## config.mk

```make
export PLATFORM = sky130hd
export DESIGN_NAME = instr_fetch
export DESIGN_NICKNAME = d
export VERILOG_FILES = /design/src/rtl/instr_fetch.sv
export SDC_FILE = /design/constraint.sdc
export NUM_CORES = 1
export LEC_CHECK = 0
export ABC_AREA = 1
export CAP_MARGIN = 10
export CELL_PAD_IN_SITES_DETAIL_PLACEMENT = 1
export CELL_PAD_IN_SITES_GLOBAL_PLACEMENT = 1
export CORE_UTILIZATION = 35
export DETAILED_ROUTE_END_ITERATION = 10
export PLACE_DENSITY = 0.92
export SETUP_SLACK_MARGIN = 0.2
export SYNTH_ARGS = -nofsm -noshare
export SYNTH_HDL_FRONTEND = slang
export SYNTH_SLANG_ARGS = --single-unit
export TNS_END_PERCENT = 30
```

## constraint.sdc

```tcl
create_clock -name clk -period 3.34 [get_ports clk]
set_input_delay 0.334 -clock clk [delete_from_list [all_inputs] [get_ports clk]]
set_output_delay 0.334 -clock clk [all_outputs]
set_load 0.03 [all_outputs]
```

## src/rtl/instr_fetch.sv

```systemverilog
// Instruction fetch stage: owns the PC, fetches over a req/ack handshake with imem,
// holds the fetched word for the decoder and steps the PC when the instruction retires.
module instr_fetch #(
  parameter logic [31:0] RESET_PC = 32'h0000_0000
) (
  input  logic        clk,
  input  logic        rstN,
  output logic        imemReq,
  output logic [31:0] imemAddr,
  input  logic        imemAck,
  input  logic [31:0] imemData,
  output logic [31:0] instr,
  output logic [5:0]  opcode,
  output logic        instrValid,
  input  logic        retire,
  input  logic        branch,
  input  logic        zero,
  input  logic        jump,
  output logic [31:0] pc,
  output logic [31:0] pcPlus4,
  output logic [31:0] fetchCount,
  output logic [1:0]  fetchState
);

  // Handshake: imemReq stays high and imemAddr stays stable from the first FETCH
  // cycle until the cycle imemAck=1 is sampled; one ack transfers one word.
  typedef enum logic [1:0] {
    IDLE  = 2'd0,
    FETCH = 2'd1,
    HOLD  = 2'd2
  } state_t;

  state_t      state;
  logic [31:0] next_pc;
  logic [31:0] branch_off;

  assign imemAddr   = pc;
  assign opcode     = instr[31:26];
  assign pcPlus4    = pc + 32'd4;
  assign fetchState = state;
  assign branch_off = {{14{instr[15]}}, instr[15:0], 2'b00};

  // Jump wins over a taken branch when the decoder raises both.
  always_comb begin
    next_pc = pcPlus4;
    if (jump)
      next_pc = {pcPlus4[31:28], instr[25:0], 2'b00};
    else if (branch && zero)
      next_pc = pcPlus4 + branch_off;
  end

  always_ff @(posedge clk or negedge rstN) begin
    if (!rstN) begin
      state      <= IDLE;
      pc         <= RESET_PC & ~32'd3;
      instr      <= 32'd0;
      instrValid <= 1'b0;
      imemReq    <= 1'b0;
      fetchCount <= 32'd0;
    end else begin
      case (state)
        IDLE: begin
          state   <= FETCH;
          imemReq <= 1'b1;
        end
        FETCH: begin
          if (imemAck) begin
            instr      <= imemData;
            instrValid <= 1'b1;
            imemReq    <= 1'b0;
            state      <= HOLD;
          end
        end
        HOLD: begin
          if (retire) begin
            pc         <= next_pc;
            instrValid <= 1'b0;
            fetchCount <= fetchCount + 32'd1;
            imemReq    <= 1'b1;
            state      <= FETCH;
          end
        end
        default: begin
          state   <= IDLE;
          imemReq <= 1'b0;
        end
      endcase
    end
  end

endmodule
```

==> summary.log, run 1 <==
INFO  run_status     run_status=finished clean
INFO  clocking       root_buffer=clkbuf_16
INFO  die            dieHeight=155um
INFO  detailed_routing drt-total-wl=39.2mm
INFO  global_routing grt_pass1_wl=55.8mm
INFO  timing         min_period_over_period=0.990
INFO  yosys          syn_avg_cell_area=6.53squm
INFO  clocking       worst_setup_hold_path_clk_slew=90ps
INFO  layout         nNetsFinal=1565
INFO  detailed_routing vias_per_cell=5.42
INFO  critical_path  timing.critical_path.required=3600ps
INFO  clocking       clock_sink_count=97
INFO  layout         multi_input_area=5400squm
INFO  clocking       cts.path.max_buffers=2
INFO  clocking       number_of_cts_inserted_buffers=9
INFO  critical_path  cpPeakStageDelay=430ps
INFO  timing         achievable-frequency=0.302GHz
INFO  critical_path  critical_path_class=reg2reg
INFO  die            initial_core_util=0.360
INFO  critical_path  crit_path_start_kind=flip-flop
INFO  clocking       h_tree_depth_reported_by_cts=3
INFO  critical_path  cp_slowest_cell=dfrtp_2
INFO  global_routing globalRoute.totalOverflow=0
INFO  layout         area.sequential=2450squm
INFO  yosys          synth.ff_latch_count=97
INFO  timing         final-hold-violation-count=0
INFO  critical_path  path_delay_family=simple AND/OR/NAND/NOR gates
INFO  pwr            power.static_leakage=5.83nW
INFO  timing         slew-limit-headroom=0.236
INFO  pwr            final_total_pwr=0.0141W
INFO  critical_path  timing.critical_path.fanout_max=4
INFO  die            coreArea=22800squm
INFO  die            pin_count=209
INFO  global_routing grt_antenna_before_repair=0
INFO  timing         worst_slew_pin_slew=1140ps
INFO  yosys          yosys.area.top_type_share=0.295
INFO  yosys          asyncSetResetFlopFracSynth=1.00
INFO  critical_path  critical_path.cell_chain=inv_1 > nor3_4 > nand2_1 > o21ai_0 > nand2_1 > inv_1 > ha_1 > nand2_2 > inv_1 > nand2_1 > nand2_1 > a21oi_1 > nand2_1 > or2_2 > nand3_1 > nand3_1 > nand2_1 > nand2_1
INFO  layout         synth_to_layout_area_growth=44.7%
INFO  timing         period_needed=3310ps
INFO  pwr            powerDensity=1190nW/um^2
INFO  layout         layout.cells.most_common_list=nand2_1 (386), clkdlybuf4s50_1 (201), inv_1 (192)
INFO  die            floorplan.rows=55
INFO  timing         fin_tns_setup=0ps
INFO  global_routing grt_util_all_layers=0.303
INFO  clocking       cts_tree=done
INFO  yosys          number_of_enable_type_register_cells_in_the_synthesized_netlist=0
INFO  clocking       clkLatencyLatePin=390ps
INFO  critical_path  end_kind=flip-flop
INFO  global_routing grt_pass1_vias=9831
INFO  detailed_routing drt_first_iter_violations=600
INFO  place          globalplace.congestion=1.03
INFO  detailed_routing drt_drc_violations_left=0
INFO  timing         timing.clock.skew=24.2ps
INFO  pwr            ir_drop=661uV
INFO  layout         antenna-diode-count=0
INFO  critical_path  worst-path-buf-inv=3
INFO  layout         filler_cell_count=2912
INFO  place          post-dp-hpwl=28.2mm
INFO  critical_path  cpMostUsedCell=nand2_1
INFO  detailed_routing route.vias.total=9796
INFO  timing         unrepaired_setup_endpoints_after_global_routing=true
INFO  timing         finalSetupViolations=0
INFO  place          portBuffers=202
INFO  yosys          synth-warning-count=0
INFO  detailed_routing drt_pass_1_iters=6
INFO  yosys          ys_top_cells_by_area=dfrtp_1 (29%), nand2_1 (19%), inv_1 (9.1%)
INFO  detailed_routing routed_wire_length_per_instance=21.7um
INFO  layout         final_layout_size_suffix_gt1_frac=0.201
INFO  yosys          register_area_share_after_synthesis=0.295
INFO  clocking       hold_buffers=0
INFO  timing         timing_max_transition_violations_final=0
INFO  yosys          yosys_most_used_dff=dfrtp_1
INFO  min_path       worst_hold_path_class=in2async
INFO  die            design.die.area=24100squm
INFO  global_routing grt_max_degree=56
INFO  detailed_routing antenna_left=0
INFO  layout         layout_commonest_cell=nand2_1
INFO  yosys          post_synth_inst_count=1261
INFO  yosys          synthesis.area=8230squm
INFO  job            timing.max_cap.violations=0
INFO  critical_path  worst-endpoint-arrival=3570ps
INFO  die            die_w=155um
INFO  yosys          yosysUniqueCellTypes=42
INFO  yosys          synth_area_leader_cell=dfrtp_1
## power by group
| group | total [W] | switching (W) | leakage, nW | internal (W) |
|---|---|---|---|---|
| clock network | 0.00119 | 0.000636 | 0.154 | 0.000549 |
| logic | 0.0107 | 0.00677 | 4.52 | 0.00394 |
| registers | 0.00224 | 0.000659 | 1.16 | 0.00158 |
## timing repair
action	CTS	global route
gates resized for setup	33	149
endpoints found under the setup margin	24	30
pin swaps	2	21
endpoints found under the hold margin	0	0
buffers inserted	8	22
## per-stage QoR
stage                     std cells  setup slack, ps  hold slack (ps)  utilization  area [sq um]
after floorplan                1266              188             38.4            -          8310
after global placement         1760             73.3              455        0.467         10700
after detailed placement       1760            -98.9              458        0.467         10700
after CTS                      1784              185             61.8        0.489         11200
after global routing           1806            -43.5             89.0        0.521         11900
final                          1806             32.9             25.7        0.521         11900
## per-layer routing
layer / track usage / wire (um) / vias to the layer above
li1: - / - / 4322
met1: 0.359 / 15100 / 4834
met2: 0.526 / 19600 / 509
met3: 0.0563 / 2560 / 131
met4: 0.148 / 1930 / 0
met5: 0 / 0 / -
## kinds of logic after synthesis
family | count (synthesis) | synth area share
flip-flops | 97 | 0.295
XOR/XNOR | 47 | 0.0509
AO/OA/AOI/OAI | 97 | 0.0628
multiplexers | 16 | 0.0219
other | 1 | 0.000456
buffers and inverters | 266 | 0.143
adder cells (fa/ha/maj) | 38 | 0.0587
AND/OR/NAND/NOR | 699 | 0.368
## state kept, by name (all words and copies together), names as in the netlist
name / count
instrValid: 1
fetchCount: 32
instr: 32
fetchState: 2
imemAddr: 30
## final cells by class
cell class,count,share of cell area
multi-input cells,903,0.453
repair buffers,277,0.219
flip-flops and latches,97,0.205
inverters,200,0.0630
well taps,313,0.0329
clock buffers,9,0.0189
clock inverters,7,0.00788
## worst register-to-register path, delay by kind of cell, from the launching register on
family	cells	cell delay [ps]
compound gates	2	440
fa+ha+maj	1	320
buf+inv	3	400
flops	1	430
simple gates	12	1610
## worst paths after layout
check	start	end	slack (ps)	depth (start not counted)
setup reg to reg	imemAddr[7]	imemAddr[16]	30	18
hold reg to reg	instrValid	instrValid	480	2
max in group asynchronous	rstN	imemAddr[7]	2540	2
min in group clk	instrValid	instrValid	480	2
setup / recovery	imemAddr[7]	imemAddr[16]	30	18
hold / removal	rstN	instr[22]	30	1
## synth_stat cells, types with 2 or more instances
cell type,instances
a21oi_1,57
buf_2,7
nand3_2,4
ha_1,37
or2_2,7
inv_1,200
o21ai_1,2
dfrtp_1,97
buf_4,43
o21bai_1,4
nand3b_1,6
nand4_1,18
and3_1,2
nor2_4,4
nor4_1,3
nand3_1,78
clkbuf_1,13
nor3b_1,3
o22ai_1,4
buf_1,2
nor3_2,8
nor4_2,2
o21ai_0,25
nand2_2,5
xnor2_1,10
and2_1,4
nor2_2,5
nor3_1,17
nand2_1,423
nor2_1,108
o211ai_1,2
mux2_2,16
xor2_1,36
Power figures use the tool's default switching activity.
==> run 2, diff against run 1 <==
- CORE_UTILIZATION: 35 -> 25
- PLACE_DENSITY: 0.92 -> 0.72
- REMOVE_ABC_BUFFERS: default -> 1
==> summary.log, run 2 (synthesis results as in run 1) <==
INFO  run_status     violations=negative hold slack
INFO  global_routing grt_max_degree=53
INFO  detailed_routing drt_pass_1_iters=6
INFO  clocking       number_of_cts_inserted_buffers=9
INFO  critical_path  timing.critical_path.fanout_max=4
INFO  critical_path  timing.critical_path.required=3010ps
INFO  place          portBuffers=202
INFO  die            coreArea=32500squm
INFO  detailed_routing vias_per_cell=4.61
INFO  timing         period_needed=3090ps
INFO  clocking       clkLatencyLatePin=380ps
INFO  die            dieHeight=183um
INFO  layout         filler_cell_count=4027
INFO  die            pin_count=209
INFO  clocking       cts.path.max_buffers=2
INFO  critical_path  critical_path_class=reg2out
INFO  timing         finalSetupViolations=0
INFO  job            timing.max_cap.violations=0
INFO  pwr            powerDensity=1120nW/um^2
INFO  min_path       worst_hold_path_class=in2async
INFO  pwr            ir_drop=376uV
INFO  clocking       h_tree_depth_reported_by_cts=3
INFO  critical_path  cp_slowest_cell=clkdlybuf4s50_1
INFO  clocking       cts_tree=done
INFO  detailed_routing drt_first_iter_violations=513
INFO  timing         min_period_over_period=0.925
INFO  timing         slew-limit-headroom=0.492
INFO  global_routing globalRoute.totalOverflow=0
INFO  detailed_routing route.vias.total=8908
INFO  timing         fin_worst_hold_slack=-1.23ps
INFO  detailed_routing drt-total-wl=34.3mm
INFO  global_routing grt_antenna_before_repair=0
INFO  die            die_w=183um
INFO  critical_path  cpPeakStageDelay=650ps
INFO  clocking       worst_setup_hold_path_clk_slew=90ps
INFO  place          globalplace.congestion=0.920
INFO  layout         final_layout_size_suffix_gt1_frac=0.158
INFO  critical_path  crit_path_start_kind=flip-flop
INFO  clocking       clock_sink_count=97
INFO  clocking       root_buffer=clkbuf_16
INFO  layout         layout_commonest_cell=nand2_1
INFO  layout         finalCoreUtilization=0.359
INFO  die            initial_core_util=0.254
INFO  pwr            final_total_pwr=0.0130W
INFO  critical_path  worst-endpoint-arrival=2760ps
INFO  detailed_routing routed_wire_length_per_instance=17.7um
INFO  timing         timing.clock.skew=14.6ps
INFO  layout         nNetsFinal=1564
INFO  critical_path  critical_path.cell_chain=buf_4 > nand2_2 > nor2_1 > nand2_2 > nor2_4 > buf_4 > nand2_2 > xnor2_4 > buf_4 > clkdlybuf4s50_1
INFO  timing         unrepaired_setup_endpoints_after_global_routing=true
INFO  timing         worst_slew_pin_slew=762ps
INFO  timing         final-hold-violation-count=1
INFO  layout         layout.cells.most_common_list=nand2_1 (406), clkdlybuf4s50_1 (200), inv_1 (196)
INFO  pwr            power.static_leakage=5.72nW
INFO  critical_path  end_kind=output pin
INFO  run_status     run_status=complete, but fails checks
INFO  global_routing grt_util_all_layers=0.206
INFO  timing         timing_max_transition_violations_final=0
INFO  layout         synth_to_layout_area_growth=41.7%
INFO  die            design.die.area=33700squm
INFO  global_routing grt_pass1_vias=9115
INFO  place          post-dp-hpwl=27.5mm
INFO  detailed_routing drt_drc_violations_left=0
INFO  die            floorplan.rows=66
INFO  layout         antenna-diode-count=0
INFO  clocking       hold_buffers=0
INFO  global_routing grt_pass1_wl=52.7mm
INFO  timing         achievable-frequency=0.324GHz
INFO  detailed_routing antenna_left=0
==> run 2: cell types whose count changed in the layout (fill, tap and decap cells not counted), moves of 6 or more <==
cell,before,now
nand3_1,69,75
nand2_1,386,406
nand2_2,37,22
nor2_4,20,12
ha_4,12,5
nor2_1,74,87
==> run 2: timing repair <==
item,in CTS,in global routing
buffers inserted,6,12
gates resized for setup,26,80
pin swaps,2,7
gates cloned,0,0
endpoints found under the hold margin,0,0
endpoints found under the setup margin,23,27
==> run 2: through the flow <==
step	std cells	setup TNS (ps)	worst slack (ps)	area [sq um]
final	1934	0	249	11700
after global routing	1934	0	46.9	11700
after CTS	1922	0	179	11300
after detailed placement	1900	-1420	-255	10800
after global placement	1900	-942	-311	10800
after floorplan	1200	-3290	-314	7830
==> run 2: final cells by class <==
class	count	area (sq um)	area share
clock inverter	7	71.3	0.00611
tap	442	553	0.0474
inverter	200	751	0.0644
clock buffer	9	225	0.0193
sequential	97	2450	0.210
timing repair buffer	276	2600	0.223
multi-input combinational	903	5020	0.430
==> run 2: metal layers <==
| layer | track usage | routed length [um] | share of wire |
|---|---|---|---|
| met1 | 0.262 | 15200 | 0.44 |
| met2 | 0.357 | 16800 | 0.49 |
| met3 | 0.0315 | 1510 | 0.044 |
| met4 | 0.0580 | 784 | 0.023 |
| met5 | 0 | 0 | 0 |
==> run 2: report_power, final <==
part / leakage (nW) / switching [W] / internal (W)
clock: 0.146 / 0.000563 / 0.000529
combinational: 4.41 / 0.00610 / 0.00369
sequential: 1.16 / 0.000548 / 0.00158
total: 5.72 / 0.00721 / 0.00580
==> run 2: critical path, delay by kind of cell, from the launching register on <==
kind,cells,cell delay [ps]
xor+xnor,1,290
buf+inv,4,1140
simple gates,5,570
flops,1,360
==> run 2: path summary, 6_finish.rpt <==
kind / depth (start not counted) / slack (ps) / end / start
worst max-delay path: 10 / 250 / pcPlus4[23] / imemAddr[3]
worst min-delay path: 1 / -1 / fetchCount[6] / rstN
worst max register to register: 19 / 280 / imemAddr[29] / imemAddr[8]
worst min register to register: 2 / 480 / instrValid / instrValid
max in group asynchronous: 2 / 2570 / imemAddr[27] / rstN
min in group clk: 2 / 480 / instrValid / instrValid
==> run 3, diff against run 2 <==
- clock period: 3.34 -> 3.1 ns (I/O delays scaled with it)
==> summary.log, run 3 (synthesis results as in run 1) <==
INFO  layout         final_instance_area=12700squm
INFO  place          portBuffers=202
INFO  detailed_routing met1_length=15.5mm
INFO  critical_path  cp_slowest_cell=dfrtp_1
INFO  pwr            powerDensity=1240nW/um^2
INFO  timing         fin_worst_hold_slack=479ps
INFO  critical_path  worst-path-buf-inv=3
INFO  pwr            power_report.internal_total=0.00725W
INFO  global_routing grt_pass1_vias=9585
INFO  detailed_routing drt_first_iter_violations=477
INFO  critical_path  crit_path_start_kind=flip-flop
INFO  die            coreArea=32500squm
INFO  clocking       worst_setup_hold_path_clk_slew=70ps
INFO  clocking       clkLatencyLatePin=360ps
INFO  detailed_routing dr_wl_met2=18.2mm
INFO  timing         unrepaired_setup_endpoints_after_global_routing=true
INFO  pwr            power.share.combinational=0.770
INFO  critical_path  critical_path_class=reg2reg
INFO  pwr            total_switching_power=0.00851W
INFO  critical_path  cpMostUsedCell=nand2_1
INFO  layout         layout_commonest_cell=nand2_1
INFO  pwr            p_seq_frac=0.149
INFO  place          place_area=11200squm
INFO  clocking       number_of_cts_inserted_buffers=9
INFO  detailed_routing drt_drc_violations_left=0
INFO  die            die_w=183um
INFO  critical_path  path_delay_family=simple AND/OR/NAND/NOR gates
INFO  global_routing grt_max_degree=49
INFO  timing         fin_tns_setup=0ps
INFO  layout         antenna-diode-count=0
INFO  critical_path  critical_path.cell_chain=buf_6 > nand2_2 > nor2_2 > nand2_2 > nor2_4 > buf_4 > xor2_4 > ha_4 > nand2_2 > inv_1 > nand2_1 > nand2_1 > a21oi_1 > nand2_1 > or2_2 > nand3_1 > nand3_1 > nand2_1 > nand2_1
INFO  timing         period_needed=3030ps
INFO  pwr            power.static_leakage=6.24nW
INFO  place          post-dp-hpwl=27.9mm
INFO  detailed_routing drt-total-wl=36.3mm
INFO  critical_path  worst-endpoint-arrival=3280ps
INFO  die            floorplan.rows=66
INFO  clocking       cts.path.max_buffers=2
INFO  layout         nNetsFinal=1617
INFO  run_status     run_status=finished clean
INFO  pwr            clkPwrFrac=0.081
INFO  timing         min_period_over_period=0.978
INFO  critical_path  timing.critical_path.fanout_max=4
INFO  clocking       root_buffer=clkbuf_16
INFO  timing         worst_slew_pin_slew=807ps
INFO  detailed_routing drt_pass_1_iters=7
INFO  global_routing grt_util_all_layers=0.208
INFO  job            timing.max_cap.violations=0
INFO  pwr            ir_drop=417uV
INFO  timing         timing.clock.skew=12.1ps
INFO  critical_path  timing.critical_path.required=3350ps
INFO  layout         multi_input_area=5560squm
INFO  global_routing grt_antenna_before_repair=0
INFO  detailed_routing vias_per_cell=4.64
INFO  layout         layout.cells.most_common_list=nand2_1 (381), inv_1 (187), clkdlybuf4s50_1 (183)
INFO  detailed_routing route.vias.total=9225
INFO  pwr            final_total_pwr=0.0158W
INFO  place          globalplace.congestion=0.940
INFO  critical_path  end_kind=flip-flop
INFO  detailed_routing routed_wire_length_per_instance=18.3um
INFO  detailed_routing top_layer_used=met4
INFO  critical_path  cpPeakStageDelay=410ps
INFO  global_routing grt_pass1_wl=53.8mm
INFO  timing         finalSetupViolations=0
INFO  timing         achievable-frequency=0.330GHz
INFO  detailed_routing dr_wl_met3=1.84mm
INFO  die            dieHeight=183um
INFO  clocking       cts_tree=done
INFO  clocking       h_tree_depth_reported_by_cts=3
INFO  timing         timing_max_transition_violations_final=0
INFO  layout         synth_to_layout_area_growth=53.8%
INFO  layout         area.sequential=2440squm
INFO  clocking       clock_sink_count=97
INFO  min_path       worst_hold_path_class=in2async
INFO  die            design.die.area=33700squm
INFO  timing         slew-limit-headroom=0.462
INFO  die            initial_core_util=0.254
INFO  global_routing globalRoute.totalOverflow=0
INFO  layout         final_layout_size_suffix_gt1_frac=0.236
INFO  layout         filler_cell_count=4017
INFO  die            pin_count=209
INFO  pwr            power.share.switching=0.540
INFO  timing         final-hold-violation-count=0
INFO  detailed_routing antenna_left=0
## run 3: what timing repair did
action,4_1_cts,5_1_grt
setup endpoints to repair,40,42
hold buffers,1,0
buffers inserted,8,13
gates resized for setup,52,176
hold endpoints to repair,34,0
pin swaps,5,34
## run 3: final cells by class
type | count | area share
Clock buffer | 10 | 0.0189
Clock inverter | 6 | 0.00692
Inverter | 200 | 0.0593
Multi-Input combinational cell | 903 | 0.439
Sequential cell | 97 | 0.193
Tap cell | 442 | 0.0437
Timing Repair Buffer | 329 | 0.240
## run 3: stage by stage
step / setup WS [ps] / utilization / cells
floorplan: -554 / - / 1200
global placement: -133 / 0.346 / 1949
detailed placement: -187 / 0.346 / 1949
CTS: 61.7 / 0.365 / 1974
global route: -129 / 0.390 / 1987
finish: 66.9 / 0.390 / 1987
## run 3: power groups by stage
| stage | logic (W) | clock network [W] | registers, W |
|---|---|---|---|
| 2_1_floorplan | 0.00460 | 0 | 0.00346 |
| 3_5_place_dp | 0.0104 | 0 | 0.00225 |
| 5_1_grt | 0.0130 | 0.00134 | 0.00241 |
| 4_1_cts | 0.0108 | 0.00130 | 0.00226 |
| 6_report | 0.0121 | 0.00127 | 0.00235 |
| 3_3_place_gp | 0.0101 | 0 | 0.00224 |
## run 3: final timing paths
check | from | end | slack, ps | cells after the start
max | imemAddr[3] | imemAddr[16] | 70 | 19
min | rstN | fetchCount[2] | 480 | 2
max reg2reg | imemAddr[3] | imemAddr[16] | 70 | 19
min in group clk | instrValid | instrValid | 490 | 2
min reg2reg | instrValid | instrValid | 490 | 2
max in group asynchronous | rstN | instr[31] | 1900 | 3
## run 3: routing by layer
layer  vias up  GRT usage
li1       4417          -
met1      4548      0.260
met2       220      0.362
met3        40     0.0361
met4         0     0.0630
met5         -          0
